--- config.mk ---
export PLATFORM = sky130hd
export DESIGN_NAME = mac_tx_framer
export DESIGN_NICKNAME = d
export VERILOG_FILES = /design/src/rtl/mac_tx_framer.sv
export SDC_FILE = /design/constraint.sdc
export NUM_CORES = 1
export LEC_CHECK = 0
export ABC_CLOCK_PERIOD_IN_PS = 1700
export BUFFER_PORTS_ARGS = -buffer_cell sky130_fd_sc_hd__buf_2
export CORE_ASPECT_RATIO = 0.8
export CORE_MARGIN = 2
export CORE_UTILIZATION = 55
export DETAILED_ROUTE_END_ITERATION = 16
export PLACE_DENSITY = 0.77
export SYNTH_ARGS = -nofsm -noshare
export SYNTH_HDL_FRONTEND = slang
export SYNTH_SLANG_ARGS = --single-unit
--- constraint.sdc ---
create_clock -name phy_tx_clk -period 1.7 [get_ports phy_tx_clk]
set_input_delay 0.17 -clock phy_tx_clk [delete_from_list [all_inputs] [get_ports phy_tx_clk]]
set_output_delay 0.17 -clock phy_tx_clk [all_outputs]
set_load 0.005 [all_outputs]
--- src/rtl/mac_tx_framer.sv ---
// mac_tx_framer: Ethernet byte-stream TX framer (preamble, SFD, data, CRC-32 FCS, inter-frame gap).
// Define MAC_TX_PAD_EN to zero-pad frames shorter than MIN_FRAME bytes before the FCS.
module mac_tx_framer #(
  parameter int IFG_BYTES = 12,
  parameter int MIN_FRAME = 60
) (
  input  logic       phy_tx_clk,
  input  logic       sys_rst_n,
  input  logic [7:0] mac_txd_in,
  input  logic       mac_tvalid_in,
  input  logic       mac_tlast_in,
  input  logic       mac_terr_in,
  output logic       mac_tready_out,
  output logic [7:0] phy_txd_out,
  output logic       phy_tvalid_out,
  input  logic       phy_tready_in,
  output logic       phy_terr_out,
  output logic       tx_done_out
);
  localparam int IW = (IFG_BYTES > 1) ? $clog2(IFG_BYTES) : 1;

  typedef enum logic [2:0] {IDLE, PREAMBLE, SFD, DATA, PAD, FCS, IFG} state_t;

  state_t        state, state_nxt;
  logic [7:0]    txd_nxt;
  logic          tvalid_nxt, terr_nxt;
  logic          last_fcs, last_fcs_nxt;
  logic [10:0]   cnt, cnt_nxt, cnt_inc;
  logic [31:0]   crc, crc_nxt, fcs;
  logic [2:0]    sub, sub_nxt;
  logic [IW-1:0] ifg_cnt, ifg_nxt;
  logic          err, err_nxt;
  logic          drop, drop_nxt;
  logic          out_free, in_acc;

  function automatic logic [31:0] crc_byte(input logic [31:0] c, input logic [7:0] d);
    logic [31:0] r;
    r = c;
    for (int i = 0; i < 8; i++)
      r = {1'b0, r[31:1]} ^ ({32{r[0] ^ d[i]}} & 32'hEDB88320);
    return r;
  endfunction

  // The output register can take a new byte when empty or being drained this cycle.
  assign out_free       = !phy_tvalid_out || phy_tready_in;
  assign mac_tready_out = drop || (state == DATA && out_free);
  assign in_acc         = mac_tvalid_in && mac_tready_out;
  assign tx_done_out    = last_fcs && phy_tvalid_out && phy_tready_in;
  assign cnt_inc        = (cnt == 11'h7FF) ? cnt : cnt + 11'd1;
  // A frame that carried an upstream error gets a deliberately corrupted FCS.
  assign fcs            = err ? crc : ~crc;

  always_comb begin
    state_nxt    = state;
    txd_nxt      = phy_txd_out;
    tvalid_nxt   = phy_tvalid_out && !phy_tready_in;
    terr_nxt     = phy_terr_out;
    last_fcs_nxt = last_fcs && !phy_tready_in;
    cnt_nxt      = cnt;
    crc_nxt      = crc;
    sub_nxt      = sub;
    ifg_nxt      = ifg_cnt;
    err_nxt      = err;
    drop_nxt     = drop;
    if (drop && in_acc && mac_tlast_in) drop_nxt = 1'b0;
    case (state)
      IDLE: if (mac_tvalid_in && !drop && out_free) begin
        txd_nxt    = 8'h55;
        tvalid_nxt = 1'b1;
        terr_nxt   = 1'b0;
        sub_nxt    = 3'd1;
        cnt_nxt    = '0;
        crc_nxt    = '1;
        err_nxt    = 1'b0;
        state_nxt  = PREAMBLE;
      end
      PREAMBLE: if (out_free) begin
        txd_nxt    = 8'h55;
        tvalid_nxt = 1'b1;
        terr_nxt   = 1'b0;
        sub_nxt    = sub + 3'd1;
        if (sub == 3'd6) state_nxt = SFD;
      end
      SFD: if (out_free) begin
        txd_nxt    = 8'hD5;
        tvalid_nxt = 1'b1;
        terr_nxt   = 1'b0;
        sub_nxt    = 3'd0;
        state_nxt  = DATA;
      end
      DATA: if (in_acc) begin
        txd_nxt    = mac_txd_in;
        tvalid_nxt = 1'b1;
        terr_nxt   = mac_terr_in;
        err_nxt    = err | mac_terr_in;
        cnt_nxt    = cnt_inc;
        crc_nxt    = crc_byte(crc, mac_txd_in);
`ifdef MAC_TX_PAD_EN
        if (mac_tlast_in) state_nxt = (cnt_inc < 11'(MIN_FRAME)) ? PAD : FCS;
`else
        if (mac_tlast_in) state_nxt = FCS;
`endif
      end else if (!phy_tvalid_out) begin
        // Source ran dry mid-frame: poison the wire and swallow the rest of the frame.
        txd_nxt    = 8'h00;
        tvalid_nxt = 1'b1;
        terr_nxt   = 1'b1;
        drop_nxt   = 1'b1;
        ifg_nxt    = '0;
        state_nxt  = IFG;
      end
`ifdef MAC_TX_PAD_EN
      PAD: if (out_free) begin
        txd_nxt    = 8'h00;
        tvalid_nxt = 1'b1;
        terr_nxt   = 1'b0;
        cnt_nxt    = cnt_inc;
        crc_nxt    = crc_byte(crc, 8'h00);
        if (cnt_inc >= 11'(MIN_FRAME)) state_nxt = FCS;
      end
`endif
      FCS: if (out_free) begin
        txd_nxt    = 8'(fcs >> {sub[1:0], 3'b000});
        tvalid_nxt = 1'b1;
        terr_nxt   = 1'b0;
        sub_nxt    = sub + 3'd1;
        if (sub == 3'd3) begin
          last_fcs_nxt = 1'b1;
          ifg_nxt      = '0;
          state_nxt    = IFG;
        end
      end
      // Gap counting starts only once the final byte has left the register.
      IFG: if (!phy_tvalid_out) begin
        ifg_nxt = ifg_cnt + IW'(1);
        if (ifg_cnt == IW'(IFG_BYTES - 1)) state_nxt = IDLE;
      end
      default: state_nxt = IDLE;
    endcase
  end

  always_ff @(posedge phy_tx_clk or negedge sys_rst_n) begin
    if (!sys_rst_n) begin
      state          <= IDLE;
      phy_txd_out    <= 8'h00;
      phy_tvalid_out <= 1'b0;
      phy_terr_out   <= 1'b0;
      last_fcs       <= 1'b0;
      cnt            <= '0;
      crc            <= '1;
      sub            <= '0;
      ifg_cnt        <= '0;
      err            <= 1'b0;
      drop           <= 1'b0;
    end else begin
      state          <= state_nxt;
      phy_txd_out    <= txd_nxt;
      phy_tvalid_out <= tvalid_nxt;
      phy_terr_out   <= terr_nxt;
      last_fcs       <= last_fcs_nxt;
      cnt            <= cnt_nxt;
      crc            <= crc_nxt;
      sub            <= sub_nxt;
      ifg_cnt        <= ifg_nxt;
      err            <= err_nxt;
      drop           <= drop_nxt;
    end
  end
endmodule

==> flow_summary.yaml, run 1 <==
drt:
  drc: 0
  first_pass_iters: 5
  ant_nets: 0
  wl_per_cell_um: 27.5
  drtIter0Drc: 606
  avgViaCountPerCell: 6.98
  vias: 3837
  routed_wl_um: 15100
global_routing:
  grtUsageTotal_pct: 29.6
  grt_pass1_vias: 3186
  grt_max_degree: 35
  grt_overflow: 0
  grt_antenna_before_repair: 0
  grt_pass1_wl_um: 16500
yosys:
  yosysTopAreaCell: "dfstp_2"
  netlist.area_leader.share_pct: 23.6
  yosysWarnings: 0
  yosys.area_share.adder_pct: 1.41
  syn_nets: 364
  syn_inst: 346
  yosysUniqueCellTypes: 48
  synthesis.area_um2: 3560
  synth_compound_gate_area_share_pct: 15.6
  synth-seq-cells: 55
  synthMuxAreaShare_pct: 7.28
  synth.area.top_cells: "dfstp_2 24%, dfrtp_1 16%, xnor2_1 13%, mux4_2 4.4%, xor2_1 4.4%"
  synth-main-ff-cell: "dfstp_2"
  yosys.area_share.simple_pct: 9.64
  syn_area_per_cell_um2: 10.3
  synth_seq_area_share_pct: 39.8
  synth_xor_area_share_pct: 23.0
  yosys.cell_count.top_type: "xnor2_1"
  synth_top_family_by_area: "XOR/XNOR gates"
  yosys-top-cells-count: "51 x xnor2_1, 33 x nor2_1, 32 x dfstp_2"
  synth_edf_count: 0
  async_reset_ff_share_pct: 100
clock_network:
  cts_made_buffers: 5
  cts_tree: "built"
  htreeDepth: 2
  clock_sink_count: 55
  max-clock-path-buffers: 2
  clk_pin_slew_ns: 0.13
  clock_latency_ns: 0.33
  root_buffer: "clkbuf_8"
place:
  dp_hpwl_um: 6520
  io_buffers: 25
  gp_congestion: 0.954
  placed_cell_area_um2: 4220
run_status:
  status: "finished, violations left"
  violations: "setup timing"
floorplan:
  core-area_um2: 6310
  num_rows: 26
  ios: 26
  fp.dieW_um: 93.9
  start_util_pct: 56.4
  die_h_um: 75.9
  die_area_um2: 7130
timing:
  fin_crit_ns: 1.99
  fin_crit_sh_pct: 117
  layout_setup_ws_ns: -0.293
  rsz0062_at_grt: "yes"
  fmax_ghz: 0.502
  tightestPinTransition_ns: 0.551
  hold_viol: 0
  relSlewSlack_pct: 63.3
  clock_skew_ns: 0.0309
  final-setup-viol-count: 52
  slew_violations: 0
worst_setup_path:
  cp_max_fo: 3
  start_kind: "flop"
  worstSetupPathType: "reg -> reg"
  slowest_stage: "dfstp_2"
  crit_required_ns: 1.93
  critPathTopFamily: "XOR/XNOR gates"
  rr_startpoint: "crc[7]"
  cp_data_arrival_time_ns: 2.22
  cp-startpoint: "crc[7]"
  cp_slowest_stage_delay_ns: 0.62
  crit_buf_inv: 1
  critPathCaptureType: "flop"
  cp_cell_sequence: "xor2_4 -> buf_6 -> xnor2_4 -> xnor2_2 -> xnor2_1 -> a21oi_1"
finish:
  finalNetCount: 483
  diodes: 0
  area_delta_synth_final_pct: 51.1
  design_area_um2: 5380
  drive_gt1_share_pct: 56.4
hold_path:
  min_from: "mac_tlast_in"
  hp-class: "in -> reg"
flow_run:
  drv_cap: 0
==> final timing paths <==
kind | cells after the start | endpoint | slack [ns]
worst min register to register | 2 | phy_txd_out[2] | 0.54
worst max register to register | 6 | crc[20] | -0.29
worst min-delay path | 2 | drop | 0.07
min in group asynchronous | 2 | sub[0] | 0.34
worst max-delay path | 6 | crc[20] | -0.29
max in group asynchronous | 3 | crc[25] | 0.70
==> state kept, by name, summed over array words and instances, names as in the netlist <==
signal,flops
sub,3
drop,1
phy_terr_out,1
state,3
crc,32
phy_tvalid_out,1
err,1
last_fcs,1
phy_txd_out,8
ifg_cnt,4
==> per-layer routing <==
layer | vias up | global-route usage (%) | part of all wire, %
met4 | 0 | 7.97 | 7.9
met3 | 140 | 6.16 | 13
li1 | 1438 | - | -
met5 | - | 0 | 0
met1 | 1847 | 43.7 | 35
met2 | 412 | 44.4 | 44
==> cells by family after synthesis <==
kind of cell               Yosys count
AOI/OAI and AO/OA                   87
xor gates and xnor gates            80
and+or+nand+nor                     76
DFF                                 55
buffers and inverters               29
muxes                               15
adders and majority gates            4
==> area by class of cell <==
cell class                 count  area (um2)
inverter                       8        30.0
clock buffer                   6        82.6
sequential                    55        1420
multi-input combinational    262        2540
tap                           84         105
fill                         220         936
timing repair buffer         133        1160
clock inverter                 2        38.8
==> placed cells by master (no fill, tap or decap), types with 7 or more instances in the layout <==
cell type  count
mux4_2         8
xor2_1        16
a21oi_1       25
buf_2         25
o21ai_1        8
xnor2_2       18
nand2_1       15
dfstp_2       32
nor2_1        25
xnor2_1       31
buf_4         70
buf_6         29
xnor2_4        9
o22a_1         7
dfrtp_1       20
o21ai_0        7
inv_1          7
==> stage by stage <==
stage	hold WS [ns]	util (%)	setup TNS, ns	worst slack [ns]	std cells
floorplan	-0.126	-	0	0.00105	346
global placement	0.187	66.9	-0.644	-0.127	496
detailed placement	0.199	66.9	-1.90	-0.180	496
CTS	0.0484	74.0	-0.287	-0.0774	516
global route	0.0511	85.2	-6.23	-0.291	550
finish	0.0665	85.2	-4.76	-0.293	550
==> what timing repair did <==
item,in CTS,in global routing
gates cloned,1,4
setup endpoints to repair,28,39
endpoints found under the hold margin,9,0
setup buffers,11,30
pin swaps,23,39
hold buffers,1,0
resized for setup,51,77
Power of run 1 is left out: the tool's default activity adds up to more than one toggle a clock period on the data nets, which glitch-free logic cannot reach.
==> inputs of run 2 (changes only) <==
CORE_UTILIZATION = 46   (was 55)
PLACE_DENSITY = 0.66   (was 0.77)
==> flow_summary.yaml, run 2 (same netlist as run 1, synthesis figures left out) <==
hold_path:
  hp-class: "in -> reg"
  min_from: "mac_tlast_in"
place:
  dp_hpwl_um: 6570
  placed_cell_area_um2: 4330
  gp_congestion: 0.886
  io_buffers: 25
  dp.cells: 524
clock_network:
  root_buffer: "clkbuf_8"
  cts_tree: "built"
  max-clock-path-buffers: 2
  cts_made_buffers: 5
  htreeDepth: 2
  clock_sink_count: 55
  clock_latency_ns: 0.33
  clk_pin_slew_ns: 0.12
drt:
  ant_nets: 0
  avgViaCountPerCell: 5.85
  wl_per_cell_um: 21.8
  routed_wl_um: 12300
  first_pass_iters: 7
  drtIter0Drc: 330
  drc: 0
  vias: 3307
worst_setup_path:
  rr_startpoint: "crc[0]"
  critPathCaptureType: "flop"
  cp-startpoint: "crc[0]"
  start_kind: "flop"
  crit_required_ns: 1.93
  cp_data_arrival_time_ns: 2.17
  cp_max_fo: 4
  worstSetupPathType: "reg -> reg"
timing:
  relSlewSlack_pct: 66.1
  tightestPinTransition_ns: 0.509
  rsz0062_at_grt: "yes"
  fmax_ghz: 0.515
  holdWs_ns: 0.0522
  hold_viol: 0
  fin_crit_sh_pct: 114
  fin_crit_ns: 1.94
  layout_setup_ws_ns: -0.242
  final-setup-viol-count: 32
  clock_skew_ns: 0.0165
  slew_violations: 0
floorplan:
  fp.dieW_um: 102
  die_h_um: 82.7
  die_area_um2: 8460
  start_util_pct: 47.7
  num_rows: 28
  core-area_um2: 7460
  ios: 26
finish:
  final_util_pct: 71.8
  largest_reg_flops: 32
  top_regs: "crc: 32 flops, phy_txd_out: 8 flops, ifg_cnt: 4 flops"
  final_common_cell: "buf_4"
  area_delta_synth_final_pct: 50.5
  largest_register: "crc"
  drive_gt1_share_pct: 52.8
  final_cell_mix: "65 x buf_4, 36 x xnor2_1, 32 x dfstp_2, 31 x nor2_1, 29 x a21oi_1"
  design_area_um2: 5360
  nFillCells: 456
  finalNetCount: 477
  diodes: 0
  fin_cells: 565
power:
  fin_total_pwr_w: 0.0142
  power.leakage_nw: 2.26
  powerDensity_nw_per_um2: 2650
  irDropWorstVdd_v: 0.00103
global_routing:
  grtUsageTotal_pct: 24.0
  grt_pass1_wl_um: 15300
  grt_antenna_before_repair: 0
  grt_overflow: 0
  grt_max_degree: 56
  grt_pass1_vias: 2874
flow_run:
  drv_cap: 0
run_status:
  status: "finished, violations left"
  violations: "setup timing"
run 2: cell types whose count changed in the layout (fill, tap and decap cells not counted), moves of 3 or more:
cell     change
a21oi_2      -3
buf_12       +3
nand2_1      -5
buf_6        -6
nor2_1       +6
xnor2_2     -10
a21oi_1      +4
xnor2_4      +5
nand2_2      +4
nor2_2       -6
xnor2_1      +5
buf_4        -5
run 2: timing repair:
action	in CTS	in global routing
gates resized for setup	24	87
pin swaps	10	49
buffers inserted	5	24
endpoints found under the hold margin	23	0
hold buffers	1	0
endpoints found under the setup margin	33	50
cloned	0	5
run 2: final timing paths:
check / end / slack (ns) / cells after the start
worst max-delay path: crc[26] / -0.24 / 6
worst min-delay path: drop / 0.05 / 2
worst max register to register: crc[26] / -0.24 / 6
worst min register to register: phy_txd_out[6] / 0.50 / 2
max in group asynchronous: crc[12] / 1.03 / 3
min in group asynchronous: phy_txd_out[1] / 0.37 / 3
run 2: metrics by stage:
stage	setup WS, ns	setup TNS (ns)
3_5_place_dp	-0.152	-1.30
2_1_floorplan	0.00105	0
3_3_place_gp	-0.121	-0.730
6_report	-0.242	-2.06
4_1_cts	-0.0884	-0.486
5_1_grt	-0.275	-3.92
run 2: where the power goes:
group | leakage [nW] | switching (W) | internal [W]
logic | 1.58 | 0.00479 | 0.00565
clock network | 0.0515 | 0.000492 | 0.000375
registers | 0.628 | 0.000723 | 0.00213
total | 2.26 | 0.00601 | 0.00816
run 2: layout make-up:
| cell class | instances | area (um2) | area share [%] |
|---|---|---|---|
| well taps | 105 | 131 | 2.45 |
| clock buffers | 8 | 100 | 1.87 |
| inverters | 8 | 30.0 | 0.561 |
| flip-flops and latches | 55 | 1420 | 26.5 |
| multi-input cells | 262 | 2520 | 47.0 |
| repair buffers | 127 | 1160 | 21.6 |
run 2: routing by layer:
layer | global-route usage [%] | share of wire, % | vias up
met3 | 5.64 | 7.8 | 48
met5 | 0 | 0 | -
li1 | - | - | 1427
met2 | 36.2 | 47 | 191
met4 | 5.87 | 3.5 | 0
met1 | 34.9 | 42 | 1641
run 2: critical path, cell delays in order, from the launching register on:
cell and delay, ns:
dfstp_2 0.61, xnor2_4 0.21, xor2_2 0.28, xnor2_1 0.14
buf_4 0.17, xor2_1 0.13, a21oi_1 0.30
Power figures use the tool's default switching activity.
